### src/rtl/cpu_log_emitter.sv
// Serializes one retire event per handshake into cpu_checker trace text,
// one ASCII char per clock: "^<time>@<pc>: $<grf> <= <data>#" or "*<addr>".
module cpu_log_emitter #(
    parameter logic [7:0] IDLE_CHAR  = 8'h00,
    parameter int         GAP_CYCLES = 1
) (
    input  logic        clk,
    input  logic        reset,
    input  logic        req_valid,
    output logic        req_ready,
    input  logic        req_type,
    input  logic [15:0] req_time,
    input  logic [31:0] req_pc,
    input  logic [4:0]  req_grf,
    input  logic [31:0] req_addr,
    input  logic [31:0] req_data,
    output logic [7:0]  out_char,
    output logic        out_valid,
    output logic        rec_done
);

    typedef enum logic [4:0] {
        S_IDLE, S_CARET, S_TIME, S_AT, S_PC, S_COLON, S_SP1, S_SEL,
        S_REG, S_ADDR, S_SP2, S_LT, S_EQ, S_SP3, S_DATA, S_HASH, S_GAP
    } state_t;

    state_t      state;
    logic        is_mem;
    logic [15:0] t_buf;
    logic [1:0]  t_cnt;
    logic [7:0]  g_buf;
    logic        g_cnt;
    logic [31:0] pc_sr;
    logic [31:0] addr_sr;
    logic [31:0] data_sr;
    logic [2:0]  nib_cnt;
    logic [3:0]  gap_cnt;

    logic [13:0] t_clamp;
    logic [15:0] t_digits;
    logic [1:0]  t_last;
    logic [15:0] t_left;
    logic [7:0]  g_digits;
    logic        g_last;
    logic [7:0]  g_left;

    // Digits are left-aligned at capture so emission only shifts out the top.
    always_comb begin
        t_clamp  = (req_time > 16'd9999) ? 14'd9999 : req_time[13:0];
        t_digits = {4'(t_clamp / 14'd1000),
                    4'((t_clamp / 14'd100) % 14'd10),
                    4'((t_clamp / 14'd10) % 14'd10),
                    4'(t_clamp % 14'd10)};
        if (t_clamp >= 14'd1000)
            t_last = 2'd3;
        else if (t_clamp >= 14'd100)
            t_last = 2'd2;
        else if (t_clamp >= 14'd10)
            t_last = 2'd1;
        else
            t_last = 2'd0;
        t_left   = t_digits << (4'd12 - {t_last, 2'b00});
        g_digits = {4'(req_grf / 5'd10), 4'(req_grf % 5'd10)};
        g_last   = (req_grf >= 5'd10);
        g_left   = g_last ? g_digits : {g_digits[3:0], 4'h0};
    end

    function automatic logic [7:0] hex_char(input logic [3:0] n);
        return (n < 4'd10) ? (8'h30 + {4'h0, n}) : (8'h57 + {4'h0, n});
    endfunction

    function automatic logic [7:0] dec_char(input logic [3:0] n);
        return 8'h30 + {4'h0, n};
    endfunction

    assign req_ready = (state == S_IDLE);

    always_ff @(posedge clk or negedge reset) begin
        if (!reset) begin
            state     <= S_IDLE;
            is_mem    <= 1'b0;
            t_buf     <= '0;
            t_cnt     <= '0;
            g_buf     <= '0;
            g_cnt     <= 1'b0;
            pc_sr     <= '0;
            addr_sr   <= '0;
            data_sr   <= '0;
            nib_cnt   <= '0;
            gap_cnt   <= '0;
            out_char  <= IDLE_CHAR;
            out_valid <= 1'b0;
            rec_done  <= 1'b0;
        end else begin
            rec_done <= 1'b0;
            unique case (state)
                S_IDLE: begin
                    out_char  <= IDLE_CHAR;
                    out_valid <= 1'b0;
                    if (req_valid) begin
                        is_mem    <= req_type;
                        t_buf     <= t_left;
                        t_cnt     <= t_last;
                        g_buf     <= g_left;
                        g_cnt     <= g_last;
                        pc_sr     <= req_pc;
                        addr_sr   <= req_addr;
                        data_sr   <= req_data;
                        out_char  <= 8'h5e;
                        out_valid <= 1'b1;
                        state     <= S_CARET;
                    end
                end
                S_CARET: begin
                    out_char <= dec_char(t_buf[15:12]);
                    t_buf    <= t_buf << 4;
                    state    <= S_TIME;
                end
                S_TIME: begin
                    if (t_cnt == 2'd0) begin
                        out_char <= 8'h40;
                        state    <= S_AT;
                    end else begin
                        out_char <= dec_char(t_buf[15:12]);
                        t_buf    <= t_buf << 4;
                        t_cnt    <= t_cnt - 2'd1;
                    end
                end
                S_AT: begin
                    out_char <= hex_char(pc_sr[31:28]);
                    pc_sr    <= pc_sr << 4;
                    nib_cnt  <= 3'd7;
                    state    <= S_PC;
                end
                S_PC: begin
                    if (nib_cnt == 3'd0) begin
                        out_char <= 8'h3a;
                        state    <= S_COLON;
                    end else begin
                        out_char <= hex_char(pc_sr[31:28]);
                        pc_sr    <= pc_sr << 4;
                        nib_cnt  <= nib_cnt - 3'd1;
                    end
                end
                S_COLON: begin
                    out_char <= 8'h20;
                    state    <= S_SP1;
                end
                S_SP1: begin
                    out_char <= is_mem ? 8'h2a : 8'h24;
                    state    <= S_SEL;
                end
                S_SEL: begin
                    if (is_mem) begin
                        out_char <= hex_char(addr_sr[31:28]);
                        addr_sr  <= addr_sr << 4;
                        nib_cnt  <= 3'd7;
                        state    <= S_ADDR;
                    end else begin
                        out_char <= dec_char(g_buf[7:4]);
                        g_buf    <= g_buf << 4;
                        state    <= S_REG;
                    end
                end
                S_REG: begin
                    if (!g_cnt) begin
                        out_char <= 8'h20;
                        state    <= S_SP2;
                    end else begin
                        out_char <= dec_char(g_buf[7:4]);
                        g_cnt    <= 1'b0;
                    end
                end
                S_ADDR: begin
                    if (nib_cnt == 3'd0) begin
                        out_char <= 8'h20;
                        state    <= S_SP2;
                    end else begin
                        out_char <= hex_char(addr_sr[31:28]);
                        addr_sr  <= addr_sr << 4;
                        nib_cnt  <= nib_cnt - 3'd1;
                    end
                end
                S_SP2: begin
                    out_char <= 8'h3c;
                    state    <= S_LT;
                end
                S_LT: begin
                    out_char <= 8'h3d;
                    state    <= S_EQ;
                end
                S_EQ: begin
                    out_char <= 8'h20;
                    state    <= S_SP3;
                end
                S_SP3: begin
                    out_char <= hex_char(data_sr[31:28]);
                    data_sr  <= data_sr << 4;
                    nib_cnt  <= 3'd7;
                    state    <= S_DATA;
                end
                S_DATA: begin
                    if (nib_cnt == 3'd0) begin
                        out_char <= 8'h23;
                        rec_done <= 1'b1;
                        state    <= S_HASH;
                    end else begin
                        out_char <= hex_char(data_sr[31:28]);
                        data_sr  <= data_sr << 4;
                        nib_cnt  <= nib_cnt - 3'd1;
                    end
                end
                S_HASH: begin
                    out_char  <= IDLE_CHAR;
                    out_valid <= 1'b0;
                    if (GAP_CYCLES == 0) begin
                        state <= S_IDLE;
                    end else begin
                        gap_cnt <= 4'(GAP_CYCLES - 1);
                        state   <= S_GAP;
                    end
                end
                S_GAP: begin
                    out_char  <= IDLE_CHAR;
                    out_valid <= 1'b0;
                    if (gap_cnt == 4'd0)
                        state <= S_IDLE;
                    else
                        gap_cnt <= gap_cnt - 4'd1;
                end
                default: begin
                    out_char  <= IDLE_CHAR;
                    out_valid <= 1'b0;
                    state     <= S_IDLE;
                end
            endcase
        end
    end

endmodule

### config.mk
export PLATFORM = sky130hd
export DESIGN_NAME = cpu_log_emitter
export DESIGN_NICKNAME = d
export VERILOG_FILES = /design/src/rtl/cpu_log_emitter.sv
export SDC_FILE = /design/constraint.sdc
export NUM_CORES = 1
export LEC_CHECK = 0
export ABC_AREA = 1
export BUFFER_PORTS_ARGS = -buffer_cell sky130_fd_sc_hd__buf_2
export CAP_MARGIN = 25
export CORE_MARGIN = 5
export CORE_UTILIZATION = 35
export CTS_CLUSTER_DIAMETER = 50
export DETAILED_ROUTE_END_ITERATION = 8
export HOLD_SLACK_MARGIN = 0.15
export PLACE_DENSITY = 0.58
export SLEW_MARGIN = 10
export SYNTH_ARGS = -nofsm -noshare
export SYNTH_HDL_FRONTEND = slang
export SYNTH_SLANG_ARGS = --single-unit
### constraint.sdc
create_clock -name clk -period 3.4 [get_ports clk]
set_clock_uncertainty 0.15 [all_clocks]
set_input_delay 0 -clock clk [delete_from_list [all_inputs] [get_ports clk]]
set_output_delay 0 -clock clk [all_outputs]
set_load 0.05 [all_outputs]
=== After elaboration in Yosys (flattened, before gate mapping) ===
Index checks and enable logic that the tools add are counted.

* $add $sub $neg: 12
* Multipliers: 0
* Divide/modulo/power cells: 8
* Magnitude comparators: 8
* Eq/ne operators: 31
* Shift operators: 1
* Mux-type cells: 56
* Bitwise logic cells: 0
* Reduce and logical (&&, ||, !) cells: 28

{| class="wikitable"
|+ Operators by type and width
! cell !! number
|-
| 32-bit one-hot mux with 3 select lines || 3
|-
| 32-bit 2-to-1 mux || 7
|-
| 8-bit one-hot mux with 14 select lines || 1
|-
| 5-bit one-hot mux with 17 select lines || 1
|-
| 8-bit 2-to-1 mux || 10
|-
| 16-bit one-hot mux with 3 select lines || 1
|-
| 14-bit by 4-bit remainder unit with 14-bit output (second input constant) || 3
|-
| 5-bit by 4-bit == test with 1-bit output (second input constant) || 8
|-
| 6-bit by 4-bit adder with 7-bit output (first input constant) || 5
|-
| 5-bit 2-to-1 mux || 7
|-
| 16-bit 2-to-1 mux || 2
|-
| 2-bit inequality test (second input constant) || 15
|-
| 7-bit by 4-bit adder with 8-bit output (first input constant) || 3
|-
| 7-bit 2-to-1 mux || 3
|-
| 5-bit by 3-bit == test with 1-bit output (second input constant) || 4
|-
| 3-bit AND reduction || 6
|-
| 16-bit by 14-bit greater-than comparator with 1-bit output (second input constant) || 1
|-
| 8-bit one-hot mux with 2 select lines || 1
|-
| 16-bit by 4-bit left shift with 16-bit output || 1
|-
| 3-bit nonzero test || 5
|-
| 14-bit by 10-bit divider with 14-bit output (second input constant) || 1
|-
| 14-bit by 4-bit divider with 14-bit output (second input constant) || 1
|-
| 14-bit by 7-bit divider with 14-bit output (second input constant) || 1
|-
| 14-bit by 10-bit >= comparator with 1-bit output (second input constant) || 1
|-
| other kinds (33) || 53
|}

* Register bits: 146
* Latch bits: 0
* Bits in writable memories: 0
* ROM bits: 0
* Memories: 0

=== Logic depth before layout (Yosys ltp) ===
* Word-level depth: 10
* Depth in mapped cells: 65
* Gate-level depth less buffers: 65

=== Least setup slack after synthesis ===
OpenSTA, ideal clock, no wires.

* Path kind: input-to-reg
* Start: input req_time[14]
* End: register t_buf[11]
* Setup time: 120 ps
* Arrival time: 5,292 ps
* Path slack: -2,163 ps
* Stages: 60
* Buffers on the path: 0
* Cells stage by stage: inv_1 nand2_1 a21oi_4 nand3_2 inv_1 nand3_1 nand2_1 nand2_1 nand2_1 inv_2 a21oi_2 nand2_1 nor2_2 nor2_1 nor2_2 nand2_1 nand2_1 nand2_1 [... 24 more ...] nand3_1 nand2_1 nand3_2 nor2_1 nand3_1 nand3_1 nand2_1 ha_1 inv_1 nand2_1 nand2_1 inv_1 nand2_1 nand2_1 nand2_1 nand2_1 o21ai_1 nand2_1

* Longest elaborated chain between the ends: 10

{| class="wikitable"
|+ RTL lines
! element !! line !! RTL
|-
| from (decl) || 12 || <nowiki>input logic [15:0] req_time,</nowiki>
|-
| 16-bit by 14-bit greater-than comparator with 1-bit output (*) || 49 || <nowiki>t_clamp = (req_time > 16'd9999) ? 14'd9999 : req_time[13:0];</nowiki>
|-
| 14-bit 2-to-1 mux (*) || 49 ||
|-
| branches (longest 5 deep; another with 14-bit by 4-bit divider with 14-bit output) || - ||
|-
| 16-bit by 4-bit left shift with 16-bit output (*) || 62 || <nowiki>t_left = t_digits << (4'd12 - {t_last, 2'b00});</nowiki>
|-
| 16-bit 2-to-1 mux (*) || 100 || <nowiki>if (req_valid) begin</nowiki>
|-
| 16-bit one-hot mux with 3 select lines (*) || 96 || <nowiki>unique case (state)</nowiki>
|-
| to (signal assigned) || 102 || <nowiki>t_buf <= t_left;</nowiki>
|-
| to (signal assigned) || 116 || <nowiki>t_buf <= t_buf << 4;</nowiki>
|-
| to (signal assigned) || 125 || <nowiki>t_buf <= t_buf << 4;</nowiki>
|-
| to (decl) || 29 || <nowiki>logic [15:0] t_buf;</nowiki>
|}

Every way passes the cells marked *. The select of a mux whose other input is x is not followed.
A chain may end at the register's enable or synchronous reset.

=== Worst setup path after layout ===
Ends and elaborated chain as after synthesis.

==> flow_summary.toml <==
[flow_run]
cap_violations = 0

[cts]
htree_levels = 4
cts_max_path_buffers = 2
cts-buffers-inserted = 17
clock-root-buffer = "clkbuf_16"
numClockSinks = 145
clock_latency_ns = 0.42
cts_tree = "yes"
path_clk_slew_ns = 0.06

[layout]
final_cells = 2404
nets = 2139
fin_util = 0.554
drive_gt1_frac = 0.346
area_growth_pct = 56.1

[floorplanning]
dieWidth_microns = 184
start_util = 0.355
die-area_sq_mm = 0.0337
core-area_sq_mm = 0.0297
io_pins = 132
fp-row-count = 63
die_y_microns = 184

[timing]
clock.fmax_mhz = 182
final.setup.worst_slack_ns = -2.08
rsz0062_at_grt = "yes"
hold_violations = 0
setup_viol = 15
worst_pin_slew_ns = 1.05
fin_hold_ws_ns = 0.210
fin_crit_ns = 5.48
slew_violations = 0
relSlewSlack = 0.299
fin_crit_sh = 1.61

[placed_design]
dpl.hpwl_mm = 22.0
gp_congestion = 0.945
place_inst = 2173
portBuffers = 130

[drt]
highest_layer = "met4"
num_vias = 11700
ant_nets = 0
dr.pass1.iters = 5
avgViaCountPerCell = 4.86
wl_met1_mm = 14.7
drc = 0
wl_per_cell_microns = 13.6
drt-total-wl_mm = 32.6
met2_length_mm = 16.0
detail_route.iter0.violations = 675
route.met3.wl_mm = 1.42

[setup_path]
r2r_cells = 12
end_kind = "register"
r2r_slack_ns = 0.25
crit_path_start = "req_time[14]"
max_stage_delay_ns = 0.18
cpLargestDelayFamily = "simple AND/OR/NAND/NOR gates"
cp_num_buf_inv = 9
startpoint_type = "input pin"
worst-path-max-fanout = 5
worstReg2RegStart = "state[2]"
required_ns = 3.55
r2r-end = "is_mem"
critPathArrivalTime_ns = 5.63
cpMostUsedCell = "nand2_4"
crit_type = "input pin to register"
slowest_stage = "nor2_4"

[global_routing]
grt_pass1_vias = 11300
grt_pass1_wl_mm = 53.0
grt_max_degree = 86
grt_overflow = 0
antenna_found_initial = 0
grt_usage = 0.186

[logic_synthesis]
synthFlopType = "dfrtp_1"
ys_seq_area_frac = 0.344
ys_seq_elements = 145
ys_types = 65
synth_area_sq_mm = 0.0106
synth_edf_count = 0
syn_nets = 1667
yosysWarnings = 0
syn_area_per_cell_sq_um = 6.91
async_flop_share = 1.00
syn_inst = 1528

[worst_hold_path]
worst_hold_path.endpoint = "addr_sr[3]"
min_path_cells = 4
hold_path.class = "input pin to register"
worstHoldStart = "req_addr[3]"

[status]
violations = "setup timing"
status = "finished, violations left"

[power]
ir_worst_vdd_mv = 0.564
p_leak_uw = 0.00804
cellPowerDensity_mw_per_mm2 = 998
## worst min-delay path: cells and delay by family
kind | cells | cell delay, ns
buf+inv | 2 | 0.62
simple gates | 1 | 0.06
compound gates | 1 | 0.06
## registers in the layout, indices dropped and copies added, names as in the netlist, 2 cells and up
register	flops
addr_sr	32
data_sr	32
pc_sr	32
t_buf	16
g_buf	8
out_char	7
state	5
gap_cnt	4
nib_cnt	3
t_cnt	2
## cell usage after synthesis, types with 3 or more instances
cell      instances  area share
a21boi_1          3      0.0021
a21oi_1          42       0.020
a21oi_2           3      0.0025
a221oi_1          3      0.0025
a22oi_1           7      0.0050
a31oi_1          26       0.015
a32o_1            3      0.0028
buf_2             6      0.0028
clkbuf_1         37       0.013
clkinv_1          4      0.0014
dfrtp_1         145        0.34
ha_1             18       0.021
inv_1           213       0.076
inv_2            20      0.0071
nand2_1         394        0.14
nand2_2          36       0.021
nand2_4           9      0.0096
nand3_1          94       0.045
nand3_2           9      0.0085
nand4_1          25       0.015
nor2_1          123       0.044
nor2_2           13      0.0077
nor2_4            5      0.0053
nor3_1           15      0.0071
o211ai_1         65       0.046
o21ai_0         105       0.050
o21ai_1          14      0.0066
o21ai_2           4      0.0033
o22ai_1           6      0.0036
o31ai_1           3      0.0021
or2_2             4      0.0024
xnor2_1          11      0.0091
xor2_1           21       0.017
## kinds of logic after synthesis
logic type               after synthesis  share of synthesized area
flip-flops                           145                      0.344
AND/OR/NAND/NOR                      742                      0.322
AO/OA/AOI/OAI                        303                      0.178
adder cells (fa/ha/maj)               18                     0.0213
buffers and inverters                284                      0.103
other                                  1                   0.000355
XOR/XNOR                              33                     0.0292
multiplexers                           2                    0.00190
## per-stage QoR
stage	instance area (sq um)	setup slack, ns	setup TNS, ns	power [uW]
6_report	16500	-2.08	-28.52	16400
5_1_grt	16500	-2.51	-34.44	17900
4_1_cts	15700	-1.81	-25.30	15200
3_5_place_dp	13000	-2.60	-35.29	12000
3_3_place_gp	13000	-2.34	-31.85	11800
2_1_floorplan	10700	-2.05	-25.97	9010
## where the power goes
part | switching [uW] | total, uW | internal (uW)
clock | 791 | 1890 | 1100
combinational | 6680 | 11600 | 4960
sequential | 333 | 2920 | 2580
total | 7810 | 16400 | 8640
## area by class of cell
cell class	instances	area, sq um
timing repair buffer	497	3880
antenna	1	2.50
inverter	240	947
sequential	145	3630
clock buffer	17	425
fill	2696	13200
clock inverter	15	173
multi-input combinational	1099	6930
tap	390	488
## per-layer routing
metal,up-vias,global-route usage
met3,42,0.0279
met4,0,0.0414
met1,5421,0.257
li1,5949,-
met5,-,0
met2,263,0.310
## layout by cell type, fill, tap and decap left out, drive strengths merged, types with 2 or more instances in the layout
| cell | n |
|---|---|
| o21ai | 123 |
| clkinv | 7 |
| a221oi | 3 |
| a311oi | 2 |
| mux2i | 2 |
| nand4 | 27 |
| o21a | 2 |
| a31oi | 27 |
| o211ai | 65 |
| nand2 | 440 |
| o221ai | 2 |
| clkbuf | 18 |
| inv | 242 |
| nor2 | 142 |
| bufinv | 2 |
| nor3b | 2 |
| a211oi | 2 |
| o22ai | 6 |
| xnor2 | 11 |
| nor4 | 2 |
| a22oi | 8 |
| xor2 | 22 |
| nand3 | 105 |
| or2 | 5 |
| o21bai | 2 |
| buf | 382 |
| ha | 18 |
| a32o | 3 |
| nand3b | 2 |
| dfrtp | 145 |
| a21boi | 3 |
| clkinvlp | 4 |
| o31ai | 3 |
| a21oi | 46 |
| dlygate4sd3 | 114 |
| nor3 | 16 |
## how the worst max path moves through the flow
| stage | endpoint | cells after the start | slack [ns] |
|---|---|---|---|
| 2_1_floorplan | t_buf[11] | 60 | -2.05 |
| 6_report | t_buf[11] | 62 | -2.08 |
| 3_5_place_dp | t_buf[11] | 61 | -2.60 |
| 3_3_place_gp | t_buf[15] | 54 | -2.34 |
| 4_1_cts | t_buf[11] | 63 | -1.81 |
| 5_1_grt | t_buf[11] | 64 | -2.51 |
## repair_timing
action / in CTS / in global routing
setup buffers: 55 / 32
hold buffers: 114 / 0
resized for setup: 130 / 140
endpoints found under the hold margin: 263 / 0
endpoints found under the setup margin: 15 / 48
pin swaps: 113 / 115
No activity file was read; power rests on OpenSTA's default activity.
